[config.mk]
export PLATFORM = sky130hd
export DESIGN_NAME = rgb_ycc_conv_flat
export DESIGN_NICKNAME = d
export VERILOG_FILES = /design/src/rtl/rgb_ycc_conv_if.sv /design/src/rtl/rgb_ycc_conv.sv /design/src/flat_wrapper.sv
export SDC_FILE = /design/constraint.sdc
export NUM_CORES = 1
export LEC_CHECK = 0
export CAP_MARGIN = 0
export CORE_ASPECT_RATIO = 1.5
export CORE_MARGIN = 8
export CORE_UTILIZATION = 30
export CTS_CLUSTER_DIAMETER = 100
export DETAILED_ROUTE_END_ITERATION = 10
export GPL_TIMING_DRIVEN = 0
export PLACE_DENSITY = 0.53
export RECOVER_POWER = 100
export SETUP_SLACK_MARGIN = 0.1
export SLEW_MARGIN = 40
export SYNTH_ARGS = -nofsm -noshare
export SYNTH_HDL_FRONTEND = slang
export SYNTH_SLANG_ARGS = --single-unit
[constraint.sdc]
create_clock -name clk -period 9.3 [get_ports clk]
set_input_delay 1.395 -clock clk [delete_from_list [all_inputs] [get_ports clk]]
set_output_delay 1.395 -clock clk [all_outputs]
set_load 0.01 [all_outputs]
[src/rtl/rgb_ycc_conv_if.sv]
// rgb_ycc_conv_if: pixel-in / pixel-out valid-ready bundle for rgb_ycc_conv.
// The master drives input pixels and output backpressure. The slave (the
// converter) drives input readiness and the converted pixel stream.
interface rgb_ycc_conv_if;
   logic       in_valid;
   logic       in_ready;
   logic [7:0] r;
   logic [7:0] g;
   logic [7:0] b;
   logic       out_valid;
   logic       out_ready;
   logic [7:0] y;
   logic [7:0] cb;
   logic [7:0] cr;
   logic       block_done;

   modport master (
      output in_valid, r, g, b, out_ready,
      input  in_ready, out_valid, y, cb, cr, block_done
   );

   modport slave (
      input  in_valid, r, g, b, out_ready,
      output in_ready, out_valid, y, cb, cr, block_done
   );
endinterface

[src/rtl/rgb_ycc_conv.sv]
// rgb_ycc_conv: three-stage integer RGB -> YCbCr converter.
// S1 forms nine coefficient products, S2 adds the rounding constant to three
// sums, and S3 shifts, offsets and clamps into the output register.
// A single stall (out_valid & ~out_ready) freezes every stage at once.
// block_done marks the last pixel of each BLOCK_PIXELS group.
module rgb_ycc_conv #(
   parameter int BLOCK_PIXELS = 64
) (
   input  logic          clk,
   input  logic          reset,
   rgb_ycc_conv_if.slave bus
);
   localparam int CW = (BLOCK_PIXELS > 1) ? $clog2(BLOCK_PIXELS) : 1;
   localparam logic [CW-1:0] LAST_IDX = CW'(BLOCK_PIXELS - 1);

   typedef logic signed [17:0] s18_t;

   localparam s18_t K_Y_R  =  18'sd77,  K_Y_G  =  18'sd150, K_Y_B  =  18'sd29;
   localparam s18_t K_CB_R = -18'sd43,  K_CB_G = -18'sd85,  K_CB_B =  18'sd128;
   localparam s18_t K_CR_R =  18'sd128, K_CR_G = -18'sd107, K_CR_B = -18'sd21;
   localparam s18_t ROUND  =  18'sd128;

   // Coefficient times zero-extended component. Every product fits in 18 signed bits.
   function automatic s18_t mul(input s18_t k, input logic [7:0] c);
      return k * s18_t'({10'd0, c});
   endfunction

   // Floor-shift the rounded sum, add the chroma offset, saturate to 0..255.
   function automatic logic [7:0] scale(input s18_t sum, input s18_t offset);
      s18_t v;
      v = (sum >>> 8) + offset;
      if (v < 18'sd0)   return 8'd0;
      if (v > 18'sd255) return 8'd255;
      return v[7:0];
   endfunction

   logic            v1, v2, v3;
   s18_t            p_y [3];
   s18_t            p_cb[3];
   s18_t            p_cr[3];
   s18_t            s_y, s_cb, s_cr;
   logic [7:0]      y_q, cb_q, cr_q;
   logic [CW-1:0]   cnt;
   logic            stall;
   logic            advance;

   assign stall          = v3 & ~bus.out_ready;
   assign advance        = ~stall;
   assign bus.in_ready   = advance;
   assign bus.out_valid  = v3;
   assign bus.y          = y_q;
   assign bus.cb         = cb_q;
   assign bus.cr         = cr_q;
   assign bus.block_done = v3 & (cnt == LAST_IDX);

   // Stage valid bits advance together unless the output is stalled.
   always_ff @(posedge clk or posedge reset) begin
      // NOTE: sequential state uses <= so every stage samples its upstream
      // neighbour's pre-edge value, regardless of statement order.
      if (reset) begin
         v1 <= 1'b0;
         v2 <= 1'b0;
         v3 <= 1'b0;
      end else if (advance) begin
         v1 <= bus.in_valid;
         v2 <= v1;
         v3 <= v2;
      end
   end

   // S1 products and S2 rounded sums are loaded only when a valid pixel moves in.
   always_ff @(posedge clk) begin
      // NOTE: the datapath has no reset. The valid bits alone say whether
      // these registers hold a pixel, so clearing them would gain nothing.
      if (advance && bus.in_valid) begin
         p_y[0]  <= mul(K_Y_R,  bus.r);
         p_y[1]  <= mul(K_Y_G,  bus.g);
         p_y[2]  <= mul(K_Y_B,  bus.b);
         p_cb[0] <= mul(K_CB_R, bus.r);
         p_cb[1] <= mul(K_CB_G, bus.g);
         p_cb[2] <= mul(K_CB_B, bus.b);
         p_cr[0] <= mul(K_CR_R, bus.r);
         p_cr[1] <= mul(K_CR_G, bus.g);
         p_cr[2] <= mul(K_CR_B, bus.b);
      end
      if (advance && v1) begin
         s_y  <= p_y[0]  + p_y[1]  + p_y[2]  + ROUND;
         s_cb <= p_cb[0] + p_cb[1] + p_cb[2] + ROUND;
         s_cr <= p_cr[0] + p_cr[1] + p_cr[2] + ROUND;
      end
   end

   // S3 output register: shift, offset and clamp. It keeps its value across bubbles and stalls.
   always_ff @(posedge clk or posedge reset) begin
      if (reset) begin
         y_q  <= 8'd0;
         cb_q <= 8'd0;
         cr_q <= 8'd0;
      end else if (advance && v2) begin
         y_q  <= scale(s_y,  18'sd0);
         cb_q <= scale(s_cb, 18'sd128);
         cr_q <= scale(s_cr, 18'sd128);
      end
   end

   // Position of the presented pixel within its block. It steps on each output transfer.
   always_ff @(posedge clk or posedge reset) begin
      if (reset) begin
         cnt <= '0;
      end else if (v3 && bus.out_ready) begin
         cnt <= (cnt == LAST_IDX) ? '0 : cnt + 1'b1;
      end
   end
endmodule
[src/flat_wrapper.sv]
// flat-port wrapper written by rule: the top's interface ports become plain ports
module rgb_ycc_conv_flat 
#(
   parameter int BLOCK_PIXELS = 64
)
  (clk, reset, bus_in_valid, bus_r, bus_g, bus_b, bus_out_ready, bus_in_ready, bus_out_valid, bus_y, bus_cb, bus_cr, bus_block_done);
  rgb_ycc_conv_if bus_i ();
  input  logic clk;
  input  logic reset;
  input wire logic [$bits(bus_i.in_valid)-1:0] bus_in_valid;
  input wire logic [$bits(bus_i.r)-1:0] bus_r;
  input wire logic [$bits(bus_i.g)-1:0] bus_g;
  input wire logic [$bits(bus_i.b)-1:0] bus_b;
  input wire logic [$bits(bus_i.out_ready)-1:0] bus_out_ready;
  output wire logic [$bits(bus_i.in_ready)-1:0] bus_in_ready;
  output wire logic [$bits(bus_i.out_valid)-1:0] bus_out_valid;
  output wire logic [$bits(bus_i.y)-1:0] bus_y;
  output wire logic [$bits(bus_i.cb)-1:0] bus_cb;
  output wire logic [$bits(bus_i.cr)-1:0] bus_cr;
  output wire logic [$bits(bus_i.block_done)-1:0] bus_block_done;
  assign bus_i.in_valid = bus_in_valid;
  assign bus_i.r = bus_r;
  assign bus_i.g = bus_g;
  assign bus_i.b = bus_b;
  assign bus_i.out_ready = bus_out_ready;
  assign bus_in_ready = bus_i.in_ready;
  assign bus_out_valid = bus_i.out_valid;
  assign bus_y = bus_i.y;
  assign bus_cb = bus_i.cb;
  assign bus_cr = bus_i.cr;
  assign bus_block_done = bus_i.block_done;
  rgb_ycc_conv #(.BLOCK_PIXELS(BLOCK_PIXELS)) u_core (.clk(clk), .reset(reset), .bus(bus_i));
endmodule
==> Flow_metrics.wiki <==
{| class="wikitable"
! Metric !! Value
|-
| Data arrival time of the critical path || 6.33 ns
|-
| Internal reg-to-reg setup slack || 4.53 ns
|-
| Initial standard-cell utilization of the core || 30.29%
|-
| Violated checks || max-capacitance violations, max-slew violations
|-
| Number of buffers inserted for hold repair after clock tree synthesis || 0
|-
| Routed Wire Length || 32.54 mm
|-
| Fmax || 0.1623 GHz
|-
| Total number of nets in the final design || 1931
|-
| Worst setup path class || in -> reg
|-
| Proportion of total power due to net switching || 40.00%
|-
| Total number of yosys warnings || 0
|-
| Cell leakage power || 8.169 nW
|-
| Pin slew with the least headroom to its limit || 1.914 ns
|-
| Number of hold violations in the final report || 0
|-
| Synth Net Count || 1855
|-
| Remaining routing DRC violations || 0
|-
| Gr usage total || 11.41%
|-
| Library cells used by synthesis || 55
|-
| Total Neg Setup Slack || 0 ns
|-
| Post-synth EDFFs || 142
|-
| Placed insts || 2101
|-
| IO Count || 55
|-
| Clock H-tree levels || 4
|-
| Placed standard-cell area || 17040 um2
|-
| Cell with the biggest individual delay on the critical path || dlygate4sd3_1
|-
| Ratio of cells with drive above 1 in the final layout || 2.334%
|-
| Worst setup slack after placement || 2.722 ns
|-
| Power density over the cells || 274.5 nW/um2
|-
| Net switching component of the power || 0.001922 W
|-
| Final standard cell count with taps included and fillers excluded || 2134
|-
| Crit Reg-Reg Endpoint || u_core.p_cb[0][0]$_DFFE_PP_
|-
| TritonCTS clock tree || done
|-
| Flop and latch count out of synthesis || 175
|-
| CTS Buffer Depth || 2
|-
| Overall power consumption || 0.004806 W
|-
| Gates resized, CTS repair || 0
|-
| Post-CTS setup buffer count || 0
|-
| Final setup skew || 0.009542 ns
|-
| Die footprint || 59620 um2
|-
| Count of antenna-violating nets left after detailed routing || 0
|-
| Detailed Place HPWL || 27.83 mm
|-
| Share of power burned in combinational logic || 55.4%
|-
| Clk_lat worst skew || 0.45 ns
|-
| GR Util met3 || 1.502%
|-
| Maximum number of pins on one net before global-route repair || 36
|-
| Crit start category || primary input
|-
| Fillcell total || 5099
|-
| Met2 capacity usage during global routing || 22.01%
|-
| Post-synthesis cell area || 15580 um2
|-
| Gr ovfl total || 0
|-
| Total internal power || 0.002884 W
|-
| Mean number of vias per cell || 4.614
|-
| Wire length of the first global-routing pass || 53.57 mm
|-
| Maximum capacitance violations || 4
|-
| FF-to-FF path depth || 5
|-
| Initial antenna violation count || 1
|-
| Number of pins exceeding their max-slew limit in the final report || 128
|-
| Post-route cell area || 17510 um2
|-
| Launch point of the worst reg-to-reg path || u_core.bus.out_valid$_DFFE_PP0N_
|-
| Number of buffer cells added on primary ports || 54
|-
| Result of the run || finished, violations left
|-
| Critical Path Source || bus_b[2]
|-
| Grt peak-use layer || met2
|-
| Vias in the first global route || 10390
|-
| Final weighted congestion of routability-driven global placement || 0.8390
|-
| Worst VDD drop || 0.1579 mV
|-
| Clock transition at the registers of the reported paths || 0.06 ns
|-
| Family with the most delay on the worst path || adder cells
|-
| Clock share of power || 14.3%
|-
| Final period util || 66.24%
|-
| DRC marker count from the first detailed-route iteration || 323
|-
| Length of the first detailed-routing pass in iterations || 4
|-
| Final Critical Period || 6.160 ns
|-
| Worst path max stage delay || 0.88 ns
|-
| Routed length per placed instance || 15.25 um
|-
| Cells along the critical path || dlygate4sd3_1 > inv_1 > ha_1 > inv_1 > ha_1 > fa_1 > fa_1 > inv_1 > fa_1 > nor2b_1 > o21ai_0 > a21boi_0 > o21ai_0 > a21o_1 > a2111oi_0 > nor3b_1
|-
| End of the critical path || u_core.p_cr[0][52]$_DFFE_PP_
|-
| Total buffers and inverters traversed by the critical path || 4
|-
| Setup slack of the critical path after layout || 3.140 ns
|-
| Mean post-synth cell area || 11.39 um2
|-
| Sequential area share after synthesis || 32.67%
|-
| Total vias in the final route || 9846
|-
| P&R area growth vs syn || 12.39%
|-
| Portion of total power attributed to sequential cells || 30.2%
|-
| Worst-path fanout max || 7
|-
| Area of the core || 51430 um2
|-
| Stages on worst setup path || 16
|-
| FFs w/ async S/R, synth || 18.86%
|-
| RSZ-0062 raised after global routing || no
|-
| Dominant register cell in the synthesized netlist || edfxtp_1
|-
| Setup Viol. Count Final || 0
|-
| Worst-case headroom to the max-slew limit || -27.60%
|-
| Overall die width || 202.1 um
|-
| Clock Root Buffer || clkbuf_16
|-
| Type of the most critical hold path || reg -> reg
|-
| Post-synthesis cell count || 1368
|-
| Rows || 102
|-
| Clock buffer count from CTS || 17
|-
| Met1 Usage GRT || 12.25%
|-
| Worst endpoint required time || 9.47 ns
|-
| Kind of end point of the critical path || register
|-
| Sink count of the clock tree || 175
|-
| Height of the chip || 295.1 um
|}
## worst register-to-register path, cell delays in order (launching register included)
cell	delay [ns]
dfrtp_1	0.42
nand2b_1	0.08
clkbuf_1	0.24
and2_0	1.18
clkbuf_1	0.97
clkbuf_1	1.45
## how the worst min path moves through the flow
stage | from | endpoint | slack, ns | depth (start not counted)
floorplan | u_core.cnt[5]$_DFFE_PP0P_ | u_core.cnt[5]$_DFFE_PP0P_ | 0.44 | 1
global placement | u_core.cnt[5]$_DFFE_PP0P_ | u_core.cnt[5]$_DFFE_PP0P_ | 0.46 | 1
detailed placement | u_core.cnt[5]$_DFFE_PP0P_ | u_core.cnt[5]$_DFFE_PP0P_ | 0.46 | 1
CTS | u_core.cnt[5]$_DFFE_PP0P_ | u_core.cnt[5]$_DFFE_PP0P_ | 0.47 | 1
global route | u_core.cnt[5]$_DFFE_PP0P_ | u_core.cnt[5]$_DFFE_PP0P_ | 0.51 | 1
finish | u_core.bus.cb[0]$_DFFE_PP0P_ | u_core.bus.cb[0]$_DFFE_PP0P_ | 0.47 | 2
## sequential cells by signal, indices dropped and copies added (netlist names)
name                  flops
u_core.bus.cb             8
u_core.bus.cr             8
u_core.bus.out_valid      1
u_core.bus.y              8
u_core.cnt                6
u_core.p_cb              41
u_core.p_cr              36
u_core.p_y               35
u_core.s_cb              10
u_core.s_cr              10
u_core.s_y               10
u_core.v1                 1
u_core.v2                 1
## stage by stage
step / hold WS, ns / util [%]
after global routing: 0.5063 / 34.04
final: 0.4740 / 34.04
after global placement: 0.4621 / 32.98
after floorplan: 0.4365 / -
after CTS: 0.4733 / 34.22
after detailed placement: 0.4633 / 33.12
## cell usage in the layout, fill, tap and decap left out, types with 7 or more instances in the layout
cell type      count
ha_1             360
inv_1            192
edfxtp_1         142
fa_1              99
nor2_1            73
a21oi_1           64
nand2_1           62
xnor2_1           55
dlygate4sd3_1     49
o21ai_0           44
dfrtp_1           33
xor2_1            26
a21o_1            22
nor3_1            19
clkbuf_16         19
nand3_1           16
clkbuf_1          14
nand2b_1          12
and3_1            12
o21bai_1          12
nand4_1           11
o31ai_1           10
a2111oi_0         10
a31oi_1           10
o21a_1            10
or3_1              7
## cell families (layout without fill, tap and decap cells)
kind of cell | after synthesis | in the layout | synth area share [%]
AO/OA/AOI/OAI | 211 | 211 | 8.852
buffers and inverters | 203 | 292 | 4.892
AND/OR/NAND/NOR | 235 | 235 | 7.108
flip-flops | 175 | 175 | 32.67
multiplexers | 4 | 4 | 0.2811
adder cells (fa/ha/maj) | 459 | 459 | 41.64
other | 0 | 1 | 0
XOR/XNOR | 81 | 81 | 4.554
## routing by layer
metal	vias to the layer above	routed length (um)
li1	4992	-
met1	4708	13130
met2	103	17580
met3	43	766
met4	0	1065
met5	-	0
## area by class of cell
class | instances | area (um2) | area share (%)
antenna | 1 | 2.502 | 0.01429
buffer | 11 | 41.29 | 0.2358
clock buffer | 25 | 518.0 | 2.959
clock inverter | 7 | 46.29 | 0.2644
inverter | 192 | 720.7 | 4.116
multi-input combinational | 990 | 9692 | 55.36
sequential | 175 | 5090 | 29.07
tap | 676 | 845.8 | 4.831
timing repair buffer | 57 | 551.8 | 3.152
## synthesized netlist by cell type, drive strengths merged, types with 3 or more instances
| master | number | share of area, % |
|---|---|---|
| nand4 | 11 | 0.44 |
| nor2 | 73 | 1.8 |
| xor2 | 26 | 1.5 |
| inv | 192 | 4.6 |
| ha | 360 | 29 |
| a2111oi | 10 | 0.68 |
| a21oi | 64 | 2.1 |
| edfxtp | 142 | 27 |
| o311ai | 4 | 0.22 |
| and2 | 3 | 0.12 |
| or3 | 7 | 0.31 |
| nor3 | 19 | 0.61 |
| o31ai | 10 | 0.48 |
| nand3 | 16 | 0.51 |
| o21bai | 12 | 0.58 |
| buf | 4 | 0.096 |
| a31oi | 10 | 0.40 |
| o21a | 10 | 0.48 |
| xnor2 | 55 | 3.1 |
| fa | 99 | 13 |
| or4 | 4 | 0.19 |
| and3 | 12 | 0.48 |
| o21ai | 44 | 1.4 |
| dfrtp | 33 | 5.3 |
| and4 | 3 | 0.17 |
| o211ai | 3 | 0.14 |
| mux2 | 3 | 0.22 |
| a21o | 22 | 1.1 |
| nand2b | 12 | 0.48 |
| clkbuf | 7 | 0.17 |
| a21boi | 5 | 0.24 |
| nand2 | 62 | 1.5 |
| nor4 | 5 | 0.20 |
| nor2b | 5 | 0.20 |
## power by group through the flow
stage / registers, W / clock network, W / logic [W]
5_1_grt: 0.00149 / 0.000736 / 0.00309
2_1_floorplan: 0.00145 / 0 / 0.00200
6_report: 0.00145 / 0.000689 / 0.00266
3_3_place_gp: 0.00148 / 0 / 0.00268
3_5_place_dp: 0.00148 / 0 / 0.00274
4_1_cts: 0.00146 / 0.000705 / 0.00277
(Power assumes the default switching activity.)
==> RTL edit 1, RTL diff (same flow settings) <==
`BLOCK_PIXELS` is set to 64 in 2 places; all go to 128.
--- a/src/rtl/rgb_ycc_conv.sv
+++ b/src/rtl/rgb_ycc_conv.sv
@@ -4,7 +4,7 @@
 // A single stall (out_valid & ~out_ready) freezes every stage at once.
 // block_done marks the last pixel of each BLOCK_PIXELS group.
 module rgb_ycc_conv #(
-   parameter int BLOCK_PIXELS = 64
+   parameter int BLOCK_PIXELS = 128
 ) (
    input  logic          clk,
    input  logic          reset,
--- a/src/flat_wrapper.sv
+++ b/src/flat_wrapper.sv
@@ -1,7 +1,7 @@
 // flat-port wrapper written by rule: the top's interface ports become plain ports
 module rgb_ycc_conv_flat 
 #(
-   parameter int BLOCK_PIXELS = 64
+   parameter int BLOCK_PIXELS = 128
 )
   (clk, reset, bus_in_valid, bus_r, bus_g, bus_b, bus_out_ready, bus_in_ready, bus_out_valid, bus_y, bus_cb, bus_cr, bus_block_done);
   rgb_ycc_conv_if bus_i ();
Check against the original RTL: not settled (the Yosys comparison gave no result); the edit may change what the design does.
==> RTL edit 1 against the original RTL <==
The run still ends with max-capacitance violations, max-slew violations left; sequential cell count rose by 1; global-route usage rose by 0.058 points; synthesized cell count increased by 1.5%; highest routed layer is now met5; routed wire length increased by 0.78%; cell area increased by 0.59%; worst setup slack better by 0.085 ns; non-clock buffer count shrank 2; synthesized area rose by 0.49%; power is 1.7% higher.
==> RTL edit 1: results (changes against the original RTL) <==
* Inverters at 211 (+9.9%)
* Synth area leaders: ha_1, edfxtp_1, fa_1, dfrtp_1, inv_1
* DP Wirelength at 28,300 um (+1.7%)
* FF-to-FF setup slack at 4.52 ns (about the same)
* Final clock-cell share at 3.23% (+0.0096 points)
* Clkbuf count at 19 (-24%)
* CP arrival at 6.31 ns (-0.02 ns)
* GPL Wtd Cong at 0.821 (-2.2%)
* Share of cells above drive strength 1 at 2.77% (+0.44 points)
* First-pass GRT wire length at 54,000 um (+0.71%)
* Layout non-clock buf frac at 3.33% (-0.062 points)
* Filler cell count at 5,228 (+2.5%)
* Status: finished with violations
* DRT Pass-1 Iters at 5 (+1)
* Syn_nets at 1,876 (+1.1%)
* Lkg Pwr at 0.00822 uW (+0.61%)
* #MultiIn Comb at 993 (+0.30%)
* Repair and plain buffers at 66 (-2.9%)
* Register bit total from synthesis at 176 (+0.57%)
* Most frequent cells after synthesis: ha_1, inv_1, edfxtp_1
* HP Start: u_core.bus.y[4]
* Final nets at 1,952 (+1.1%)
* Vias at 9,905 (+0.60%)
* Final-report max-slew violation count at 127 (-0.78%)
* Sequential share of the synthesized area at 32.7% (about the same)
* Worst Tran Pin Value at 1.90 ns (-0.0189 ns)
* Max VDD drop at 168 uV (+6.7%)
* Multi-input combinational area share at 55.1% (-0.26 points)
* Final Skew at 0.00817 ns (-0.00137 ns)
* Critical path launch point: bus_g[4]
* Sequential cell area at 5110 um^2 (+0.49%)
* Post-synth cell types at 57 (+3.6%)
* Max Cap Viol at 4 (unchanged)
* R2r endpoint: u_core.p_cb[0][45]
* Overall Global Routing Usage at 11.5% (+0.058 points)
* Antenna Cells at 0 (-1)
* Violated checks: max-capacitance violations, max-slew violations
-- RTL edit 1: power breakdown --
| group | total (uW) | switching, uW | internal [uW] |
|---|---|---|---|
| logic | 2760 | 1530 | 1230 |
| registers | 1440 | 139 | 1300 |
| clock network | 691 | 314 | 377 |
-- RTL edit 1: worst max-delay path, stage by stage --
cell,delay (ns)
dlygate4sd3_1,0.92
inv_1,0.15
ha_1,0.39
fa_1,0.54
fa_1,0.46
fa_1,0.57
inv_1,0.05
ha_1,0.33
inv_1,0.08
o21ai_0,0.12
a2111oi_0,0.63
o31ai_1,0.16
a21o_1,0.23
a21oi_1,0.29
-- RTL edit 1: routing by layer --
layer / track usage (%) / up-vias / wire length [um]
met2: 22.8 / 112 / 18300
met5: 0 / - / 13
li1: - / 4975 / -
met1: 11.9 / 4772 / 12800
met4: 4.13 / 2 / 806
met3: 1.66 / 44 / 874
-- RTL edit 1: cells by family after synthesis --
kind of cell / share of synthesized area [%]
simple gates: 6.87
compound gates: 8.43
buf+inv: 5.28
flops: 32.7
xor+xnor: 5.09
mux: 0.216
fa+ha+maj: 41.4
-- RTL edit 1: per-stage QoR --
stage	instance area (um^2)	setup WS, ns	hold WS, ns	std cells
3_3_place_gp	17000	2.74	0.465	2119
5_1_grt	17600	2.83	0.493	2154
2_1_floorplan	15700	4.31	0.453	1389
4_1_cts	17700	3.30	0.482	2154
3_5_place_dp	17100	2.84	0.466	2122
6_report	17600	3.22	0.472	2154
==> RTL edit 2, RTL diff (same settings) <==
Made on the original files. Make the reset (`reset`) synchronous in 3 clocked blocks.
--- a/src/rtl/rgb_ycc_conv.sv
+++ b/src/rtl/rgb_ycc_conv.sv
@@ -54,7 +54,7 @@
    assign bus.block_done = v3 & (cnt == LAST_IDX);
 
    // Stage valid bits advance together unless the output is stalled.
-   always_ff @(posedge clk or posedge reset) begin
+   always_ff @(posedge clk) begin
       // NOTE: sequential state uses <= so every stage samples its upstream
       // neighbour's pre-edge value, regardless of statement order.
       if (reset) begin
@@ -91,7 +91,7 @@
    end
 
    // S3 output register: shift, offset and clamp. It keeps its value across bubbles and stalls.
-   always_ff @(posedge clk or posedge reset) begin
+   always_ff @(posedge clk) begin
       if (reset) begin
          y_q  <= 8'd0;
          cb_q <= 8'd0;
@@ -104,7 +104,7 @@
    end
 
    // Position of the presented pixel within its block. It steps on each output transfer.
-   always_ff @(posedge clk or posedge reset) begin
+   always_ff @(posedge clk) begin
       if (reset) begin
          cnt <= '0;
       end else if (v3 && bus.out_ready) begin
Behaviour: not the same (Yosys sat finds a counterexample within 4 cycles, from zero or initial values and one cycle with reset high; the reset may be asserted at any time).
==> RTL edit 2 against the original RTL <==
The flow still finishes with violations (max-capacitance violations, max-slew violations); sequential cell count unchanged; cell area decreased by 0.21%; clock power increased by 11%; worst setup slack improved by 0.14 ns; routed wire length decreased by 0.98%; power increased by 3.8%; count of clock-buffer cells in the layout decreased by 8; synthesized area decreased by 0.37%; critical path type unchanged.
==> RTL edit 2: results (changes against the original RTL) <==
* Max Fanout on Critical Path at 9 (+2)
* Multiplexer share of the synthesized area at 0.0645% (-0.22 points)
* Vias at 9,783 (-0.64%)
* Drt wl/cell at 15.1 um (-1.1%)
* CP arrival at 6.20 ns (-0.13 ns)
* Drt first-iter violations at 273 (-15%)
* DR vias/cell at 4.58 (-0.78%)
* Share of cells above drive strength 1 at 2.95% (+0.61 points)
* Most frequent cells after synthesis: ha_1, inv_1, edfxtp_1
* XOR/XNOR Fraction of Synth Area at 5.25% (+0.69 points)
* First-pass GRT wire length at 52,600 um (-1.8%)
* GPL Wtd Cong at 0.804 (-4.2%)
* Synthesized area per cell at 11.3 um^2 (-0.59%)
* Max incr delay on CP at 0.92 ns (+0.04 ns)
* Max Cap Viol at 2 (-2)
* Adder-cell area share of the yosys netlist at 41.8% (+0.15 points)
* Overall Global Routing Usage at 11.3% (-0.14 points)
* Sequential share of the synthesized area at 31.7% (-0.94 points)
* Max-slew headroom at -55.5% (-28 points)
* Largest net degree at the start of global routing at 46 (+28%)
* Syn_nets at 1,858 (+0.16%)
* Filler cell count at 5,098 (-0.020%)
* Max VDD drop at 146 uV (-7.7%)
* Final-report max-slew violation count at 70 (-45%)
* Status: finished with violations
* Violated checks: max-capacitance violations, max-slew violations
* DP Wirelength at 27,800 um (-0.19%)
* Compound-Gate Fraction of Synth Area at 9.43% (+0.58 points)
## RTL edit 2: worst register-to-register path: stages, from the launching register on
cell and delay, ns:
dfxtp_1 0.33, nand2b_1 0.07, clkbuf_1 0.24, and2_0 1.40, clkbuf_1 1.75, buf_12 0.36
## RTL edit 2: layout make-up
cell class / count / area [um^2] / share of cell area [%]
antenna: 1 / 2.50 / 0.0143
buffer: 10 / 37.5 / 0.215
clock buffer: 17 / 425 / 2.44
clock inverter: 15 / 199 / 1.14
inverter: 197 / 739 / 4.23
multi-input combinational: 989 / 9730 / 55.7
sequential: 175 / 4920 / 28.2
tap: 676 / 846 / 4.84
timing repair buffer: 57 / 568 / 3.25
## RTL edit 2: kinds of logic (layout without fill, tap and decap cells)
kind of cell / after synthesis / count (layout)
DFF: 175 / 175
adders and majority gates: 459 / 459
and+or+nand+nor: 215 / 215
buffers and inverters: 207 / 296
muxes: 1 / 1
xor gates and xnor gates: 93 / 93
other: 0 / 1
AOI/OAI and AO/OA: 221 / 221
## RTL edit 2: through the flow
step           setup WS, ns  area [um^2]  hold slack, ns
4_1_cts                3.46        17600           0.455
2_1_floorplan          4.43        15500           0.447
3_5_place_dp           3.01        17000           0.445
3_3_place_gp           2.86        16900           0.442
6_report               3.28        17500           0.448
5_1_grt                3.03        17500           0.475
## RTL edit 2: final timing paths
path / start / endpoint / slack (ns) / cells after the start
min: u_core.bus.cb[0] / u_core.bus.cb[0] / 0.45 / 2
max: bus_g[4] / u_core.p_cr[0][33] / 3.28 / 14
max reg2reg: u_core.bus.out_valid / u_core.p_cr[0][29] / 4.80 / 5
min reg2reg: u_core.bus.cb[0] / u_core.bus.cb[0] / 0.45 / 2
## RTL edit 2: power breakdown
part,internal (uW),switching [uW]
Clock,433,330
Combinational,1290,1560
Sequential,1270,106
## RTL edit 2: metal layers
| layer | vias to the layer above | wire length (um) | GRT usage [%] |
|---|---|---|---|
| met2 | 97 | 17900 | 22.5 |
| met5 | - | 0 | 0 |
| li1 | 4973 | - | - |
| met3 | 31 | 613 | 1.55 |
| met1 | 4682 | 12900 | 11.8 |
| met4 | 0 | 784 | 3.87 |
